[src/rtl/delta_weight_gen_pkg.sv]
// Shared types and constants for the delta weight/bias generator.
package delta_weight_gen_pkg;

    typedef enum logic [1:0] {
        ST_IDLE = 2'd0,
        ST_POS  = 2'd1,
        ST_NEG  = 2'd2
    } dw_state_e;

    localparam int DW_NWBITS    = 16;
    localparam int DW_NHBITS    = 26;
    localparam int DW_SHIFT     = 13;
    localparam int DW_BIAS_STEP = 2;

    // Symmetric clamp magnitude for an nwbits-wide signed result.
    function automatic longint sat_limit(input int nwbits);
        return (longint'(1) << (nwbits - 1)) - 1;
    endfunction

endpackage

[src/rtl/dw_lane_scale.sv]
// One lane: learning-rate shift (floor, or round-half-away when DELTA_WEIGHT_ROUND_EN
// is defined), optional negate, and symmetric saturation.
module dw_lane_scale
    import delta_weight_gen_pkg::*;
#(
    parameter int NWBITS = DW_NWBITS,
    parameter int NHBITS = DW_NHBITS,
    parameter int SHIFT  = DW_SHIFT
) (
    input  logic signed [NHBITS-1:0] x,
    input  logic                     neg,
    output logic signed [NWBITS-1:0] y,
    output logic                     sat
);
    // Two guard bits: one for negating the most negative input, one for sign.
    localparam int W = NHBITS + 2;
    localparam logic signed [W-1:0] LIM = W'(sat_limit(NWBITS));

    logic signed [W-1:0] xe;
    logic signed [W-1:0] s;
    logic signed [W-1:0] v;

    assign xe = {{2{x[NHBITS-1]}}, x};

`ifdef DELTA_WEIGHT_ROUND_EN
    logic [W-1:0] mag;
    logic [W-1:0] mag_r;
    assign mag   = x[NHBITS-1] ? W'(-xe) : W'(xe);
    assign mag_r = (mag + (W'(1) << (SHIFT - 1))) >> SHIFT;
    assign s     = x[NHBITS-1] ? -signed'(mag_r) : signed'(mag_r);
`else
    assign s = xe >>> SHIFT;
`endif

    assign v = neg ? -s : s;

    always_comb begin
        sat = 1'b0;
        y   = NWBITS'(v);
        if (v > LIM) begin
            sat = 1'b1;
            y   = NWBITS'(LIM);
        end else if (v < -LIM) begin
            sat = 1'b1;
            y   = NWBITS'(-LIM);
        end
    end

endmodule

[src/rtl/delta_weight_gen.sv]
// Streams NBEATS beats of NCH hidden products into scaled, signed, saturated delta
// weights plus a one-cycle delta bias. Rounding mode selected by DELTA_WEIGHT_ROUND_EN.
module delta_weight_gen
    import delta_weight_gen_pkg::*;
#(
    parameter int NWBITS    = DW_NWBITS,
    parameter int NHBITS    = DW_NHBITS,
    parameter int NCH       = 1,
    parameter int NBEATS    = 256,
    parameter int CNT_BITS  = 8,
    parameter int SHIFT     = DW_SHIFT,
    parameter int BIAS_STEP = DW_BIAS_STEP
) (
    input  logic                    clk,
    input  logic                    reset_b,
    input  logic                    start_pos,
    input  logic                    start_neg,
    input  logic                    abort,
    input  logic                    in_valid,
    input  logic [NCH*NHBITS-1:0]   hidden_multiply,
    output logic                    out_valid,
    output logic [NCH*NWBITS-1:0]   delta_weight,
    output logic [NWBITS-1:0]       delta_bias,
    output logic                    busy,
    output logic                    done,
    output logic                    sat_flag
);
    localparam logic [CNT_BITS-1:0] LAST = CNT_BITS'(NBEATS - 1);
    localparam logic [NWBITS-1:0]   BIAS = NWBITS'(BIAS_STEP);

    dw_state_e             state;
    logic [CNT_BITS-1:0]   cnt;
    logic [NCH*NWBITS-1:0] lane_y;
    logic [NCH-1:0]        lane_sat;
    logic                  lane_neg;

    assign lane_neg = (state == ST_NEG);
    assign busy     = (state != ST_IDLE);

    genvar g;
    generate
        for (g = 0; g < NCH; g++) begin : g_lane
            dw_lane_scale #(
                .NWBITS (NWBITS),
                .NHBITS (NHBITS),
                .SHIFT  (SHIFT)
            ) u_lane (
                .x   (hidden_multiply[g*NHBITS +: NHBITS]),
                .neg (lane_neg),
                .y   (lane_y[g*NWBITS +: NWBITS]),
                .sat (lane_sat[g])
            );
        end
    endgenerate

    always_ff @(posedge clk or negedge reset_b) begin
        if (!reset_b) begin
            state        <= ST_IDLE;
            cnt          <= '0;
            out_valid    <= 1'b0;
            delta_weight <= '0;
            delta_bias   <= '0;
            done         <= 1'b0;
            sat_flag     <= 1'b0;
        end else if (abort && state != ST_IDLE) begin
            // Cancel keeps delta_weight and sat_flag so the aborted update stays inspectable.
            state      <= ST_IDLE;
            cnt        <= '0;
            out_valid  <= 1'b0;
            done       <= 1'b0;
            delta_bias <= '0;
        end else begin
            delta_bias <= '0;
            out_valid  <= 1'b0;
            done       <= 1'b0;
            case (state)
                ST_IDLE: begin
                    if (start_pos) begin
                        state      <= ST_POS;
                        cnt        <= '0;
                        sat_flag   <= 1'b0;
                        delta_bias <= BIAS;
                    end else if (start_neg) begin
                        state      <= ST_NEG;
                        cnt        <= '0;
                        sat_flag   <= 1'b0;
                        delta_bias <= -BIAS;
                    end
                end
                default: begin
                    if (in_valid) begin
                        out_valid    <= 1'b1;
                        delta_weight <= lane_y;
                        sat_flag     <= sat_flag | (|lane_sat);
                        if (cnt == LAST) begin
                            done  <= 1'b1;
                            state <= ST_IDLE;
                            cnt   <= '0;
                        end else begin
                            cnt <= cnt + 1'b1;
                        end
                    end
                end
            endcase
        end
    end

endmodule

[config.mk]
export PLATFORM = sky130hd
export DESIGN_NAME = delta_weight_gen
export DESIGN_NICKNAME = d
export VERILOG_FILES = /design/src/rtl/delta_weight_gen_pkg.sv /design/src/rtl/dw_lane_scale.sv /design/src/rtl/delta_weight_gen.sv
export SDC_FILE = /design/constraint.sdc
export NUM_CORES = 1
export LEC_CHECK = 0
export ABC_AREA = 0
export BUFFER_PORTS_ARGS = -buffer_cell sky130_fd_sc_hd__buf_2
export CAP_MARGIN = 15
export CORE_AREA = 2 2 67 85
export CTS_BUF_LIST = sky130_fd_sc_hd__clkbuf_4
export DETAILED_ROUTE_END_ITERATION = 8
export DIE_AREA = 0 0 69 87
export GPL_ROUTABILITY_DRIVEN = 0
export PLACE_DENSITY_LB_ADDON = 0.15
export SKIP_CTS_REPAIR_TIMING = 1
export SKIP_LAST_GASP = 1
export SYNTH_ARGS = -nofsm -noshare
export SYNTH_HDL_FRONTEND = slang
export SYNTH_SLANG_ARGS = --single-unit
[constraint.sdc]
create_clock -name clk -period 2 [get_ports clk]
set_input_delay 0.1 -clock clk [delete_from_list [all_inputs] [get_ports clk]]
set_output_delay 0.1 -clock clk [all_outputs]
set_load 0.1 [all_outputs]
* Word-level counts from Yosys, hierarchy flattened *
Index checks and enable logic that the tools add are counted.
Widths: inputs -> output; s select.

operators by class
  reduce and logical (&&, ||, !) cells = 10
  equality and inequality tests = 4
  multiplexer cells = 32
  bitwise gates (word level) = 3
  magnitude comparators = 2
  add/subtract/negate cells = 2

operators with widths
  operator              number
  $mux 16               6
  $mux 8                6
  $gt 28x16->1 const B  1
  $lt 28x16->1 const B  1
  $mux 28               1
  $neg 13->28           1
  $mux 1                13
  $mux 2                6
  $reduce_and 3->1      3
  $add 8x1->8 const B   1
  $eq 8x8->1 const B    1
  $reduce_bool 3->1     2
  $ne 4x4->1 const B    1
  $reduce_bool 2->1     2
  $ne 3x3->1 const B    1
  $eq 2x2->1 const B    1
  $logic_not 2->1       1
  $not 1->1             2
  $reduce_and 2->1      1
  $logic_and 1x1->1     1
  $or 1x1->1            1

word-level totals
  word-level logic and storage cells = 60
  input port bits = 32
  bits in registers = 45
  output and inout bits = 36

* Logic depth before layout (Yosys ltp) *
  depth in word-level cells = 8
  gate-level depth with buffers = 7
  mapped depth without buffers = 6

* Cells and area by module *
Synthesis repeated with hierarchy kept, for this count alone.

second synthesis, totals
  cells, all modules = 216
  area total of the unflattened synthesis = 1,813.0 um2

by module, submodules not included
  module            area an instance (um2)  times used  cells an instance  seq. area each (um2)
  delta_weight_gen  1,402.6                 1           155                775.7
  dw_lane_scale     410.4                   1           61                 0.0

* Worst setup path after synthesis *
No wires, ideal clock.

  kind = register to output
  start = register delta_bias[14] (netlist name)
  end = output port delta_bias[10]
  data required time = 1.900 ns
  stages on the path, launching flop included = 2
  path buffers = 1
  arrival time = 1.523 ns
  slack = 0.377 ns
  cell sequence = dfrtp_1 > buf_4

RTL lines
  what              line                    source
  end: declaration  delta_weight_gen.sv:23  output logic [NWBITS-1:0] delta_bias,

* Worst setup path in the final report *
  start = register state[1]
  end = register delta_weight[11]

on the way
  longest elaborated chain between the ends = 5
  elaborated cells between the ends (all ways) = 12
  those cells by class = 2 x order compare; 1 x eq/ne; 3 x mux; 2 x bitwise; 4 x reduce/logical

ends and longest elaborated chain
  what                      line                    source
  start: declaration        delta_weight_gen.sv:31  dw_state_e state;
  start signal: assignment  delta_weight_gen.sv:58  state <= ST_IDLE;
  start signal: assignment  delta_weight_gen.sv:67  state <= ST_IDLE;
  start signal: assignment  delta_weight_gen.sv:79  state <= ST_POS;
  $eq 2x2->1                delta_weight_gen.sv:37  assign lane_neg = (state == ST_NEG);
  $mux 28                   dw_lane_scale.sv:35     assign v = neg ? -s : s;
  $lt 28x16->1              dw_lane_scale.sv:43     end else if (v < -LIM) begin
  $mux 16                   dw_lane_scale.sv:43
  $mux 16                   dw_lane_scale.sv:40     if (v > LIM) begin
  end signal: assignment    delta_weight_gen.sv:93  delta_weight <= lane_y;
  end: declaration          delta_weight_gen.sv:22  output logic [NCH*NWBITS-1:0] delta_weight,

Several ways; a longest one is shown, not always the timed one.
A chain may end at the register's enable or synchronous reset.

==> metrics list <==
* Area of all sequential standard cells: 775.7 sq um
- The worst path meets setup with 266.3 ps of slack.
- Most used routing layer in global routing: met2
- Overall routing resource usage: 13.84%
- The longest clock path from root to sink contains 2 buffers.
- Post-route clock skew: 18.03 ps
- Clock net sink count: 31
- Initial standard-cell utilization of the core: 33.69%
- Number of search-and-repair iterations in the first detailed-routing pass: 2
- Clock transition at path regs: 100 ps
- Data on the critical path arrives at its endpoint at 1970 ps.
- Area of combinational cells with multiple inputs: 827.0 sq um
* Flip-flop and latch count after synthesis: 31
* Final min period: 1734 ps
- Via density per instance: 4.966
* Filler instances: 568
* Worst hold path stage count: 3
- After the first detailed-routing iteration, the DRC count stood at 35.
- Entering global routing, the biggest net connects 32 pins.
* Dpl cells: 286
* Hold Path Sink: cnt[0]
- Share of final-layout standard cells stronger than drive strength 1: 33.62%
- The detail route stage leaves a number of antenna-violating nets equal to 0.
- Post-detailed-placement half-perimeter wirelength: 3.130 mm
- Hold violation count in the final report: 0
* Proportion of synthesized chip area in sequential cells: 43.82%
- Yosys printed 0 warnings.
* Launching point of the worst reg2reg path: state[1]
- Wire per inst: 13.63 microns
* CP Class: reg -> reg
- The via count of the first global-routing pass was 1,351.
- Clock buffers created by TritonCTS: 5
- Clock Latency Late Sink: 340 ps
* Overall die width: 69 microns
- Placed Area: 1993 sq um
- On the worst path, the slowest cell contributes a delay of 470 ps.
- Diode count: 0
- Relative to the synthesized area, the layout overhead comes to 16.96%.
- At the pin with the least slew margin, the transition time is 707.9 ps.
* Part of the cycle the worst path needs: 86.69%
* Post-route DRC violation count: 0
- Root buffer cell: clkbuf_4
* Endpoints failing setup: 0
* Leading cell type in the layout, fill and taps excluded: buf_2
- For this design the top-level I/O count stands at 68.
- Core footprint: 5255 sq um
* Dpl ws: 230.9 ps
- Post-synth cell types: 46
- Highest attainable clock frequency: 0.5768 GHz
- Commonest cells after routing, fill and taps aside: buf_2, dfrtp_1, nand2_1
- In the global route stage, met2 resource usage came out at 24.13%.
- Worst flop-to-flop path endpoint: delta_weight[11]
* Max-slew headroom: 52.81%
- On the critical path, the stage with the largest delay is an instance of dfrtp_1.
- Launch point of the worst hold path: in_valid
- Run status: finished, final reports clean
- Number of cells traversed by the worst register-to-register path: 4
* Clock tree from TritonCTS: built
- Largest fanout on the critical path: 9
* Syn Nets: 219
- Unrepaired setup endpoints after global routing: false
- The routed design has 4.035 mm of wire.
* First-pass GRT wire length: 6.479 mm
* Layout net count: 265
- Worst min path class: in -> reg
- STA puts the critical path data required time at 2240 ps.
* Cell area after layout: 2071 sq um
- STA classifies the critical path startpoint as a flop.
- In the global route stage, met3 resource usage came out at 3.704%.
- Total gr overflow: 0
- Max-cap violations: 0
- In the final timing run, aggregate negative setup slack is 0 ps.
- Overall die height: 87 microns
- Input and output buffers added on the ports amount to 53.
- CTS built an H-tree with a depth of 2.
- Synthesized area per cell: 9.570 sq um
- Number of cells produced by synthesis: 185
- Kind of end point of the critical path: flop
- Antenna violations before repair: 0
- Via count: 1,470
- Number of cells in the finished layout apart from fillers: 296
- The final count of pins violating max slew is 0.
* Syn Std Cell Area: 1770 sq um
- Site Rows: 30
- In the global route stage, met1 resource usage came out at 16.06%.
- The worst register-to-register path has a setup slack of 270 ps.
- Critical path cell sequence: nor3b_1, and3_1, a31oi_4, a221o_1
* Area enclosed by the die boundary: 6003 sq um
-- worst max-delay path by stage --
stage	slack, ps	depth (start not counted)	to	startpoint
5_1_grt	90	4	delta_weight[11]	state[1]
3_3_place_gp	240	4	cnt[1]	state[0]
2_1_floorplan	380	1	delta_bias[10]	delta_bias[14]
6_report	270	4	delta_weight[11]	state[1]
3_5_place_dp	230	4	delta_weight[11]	state[1]
4_1_cts	220	4	cnt[1]	state[0]
-- synthesized netlist by cell type (all sizes together) --
cell	count	area (sq um)
a21oi	8	40.04
nor3b	2	15.01
clkbuf	1	5.000
a22o	1	8.760
dfrtp	31	775.7
o21ba	1	10.01
a21o	1	7.510
xor2	4	35.03
a31oi	5	46.29
o21ai	18	93.84
nand2	20	75.07
nor3	3	15.01
nor2	20	90.09
nand4	2	12.51
nor4	2	27.53
inv	6	22.52
nand4b	1	8.760
or4	1	7.510
and2	1	6.260
a32o	1	10.01
buf	18	140.1
and3	4	26.28
nand3	5	35.03
o21bai	1	7.510
o31ai	3	22.52
xnor2	11	96.34
or2	1	6.260
conb	1	3.750
o211a	1	10.01
and2b	1	7.510
o41ai	2	25.03
a221o	4	40.04
or3	1	6.260
ha	2	25.02
nand2b	1	6.260
-- per-stage QoR --
step	hold WS, ps	utilization, %
floorplan	-195.6	-
global placement	199.9	37.93
detailed placement	200.0	37.93
CTS	-179.7	39.02
global route	42.83	39.40
finish	51.72	39.40
-- layout make-up --
cell class,instances,share of cell area (%)
Tap cell,64,3.867
Timing Repair Buffer,58,14.86
Clock buffer,6,2.175
Multi-Input combinational cell,129,39.94
Inverter,6,1.088
Sequential cell,31,37.46
Clock inverter,2,0.6042
-- per-layer routing --
metal	vias up	routed length, microns
li1	725	-
met1	703	1759
met2	37	2017
met3	5	193
met4	0	64
met5	-	0
-- registers in the layout (all words and copies together) (netlist names) --
register,flops
cnt,8
out_valid,1
delta_bias,2
sat_flag,1
delta_weight,16
done,1
state,2
-- worst max-delay path: cells and delay by family (launching register included) --
| family | cells | cell delay (ps) |
|---|---|---|
| AOI/OAI and AO/OA | 2 | 490 |
| DFF | 1 | 470 |
| and+or+nand+nor | 2 | 670 |
-- cells by family (layout without fill, tap and decap cells) --
logic type	after synthesis	in the layout	synth area share (%)
and+or+nand+nor	65	65	19.51
AOI/OAI and AO/OA	46	46	18.16
DFF	31	31	43.82
buffers and inverters	25	72	9.469
xor gates and xnor gates	15	15	7.420
adders and majority gates	2	2	1.413
other	1	1	0.2118
Power is left out: the tool's default activity adds up to more than one toggle a clock period on the data nets, which glitch-free logic cannot reach.
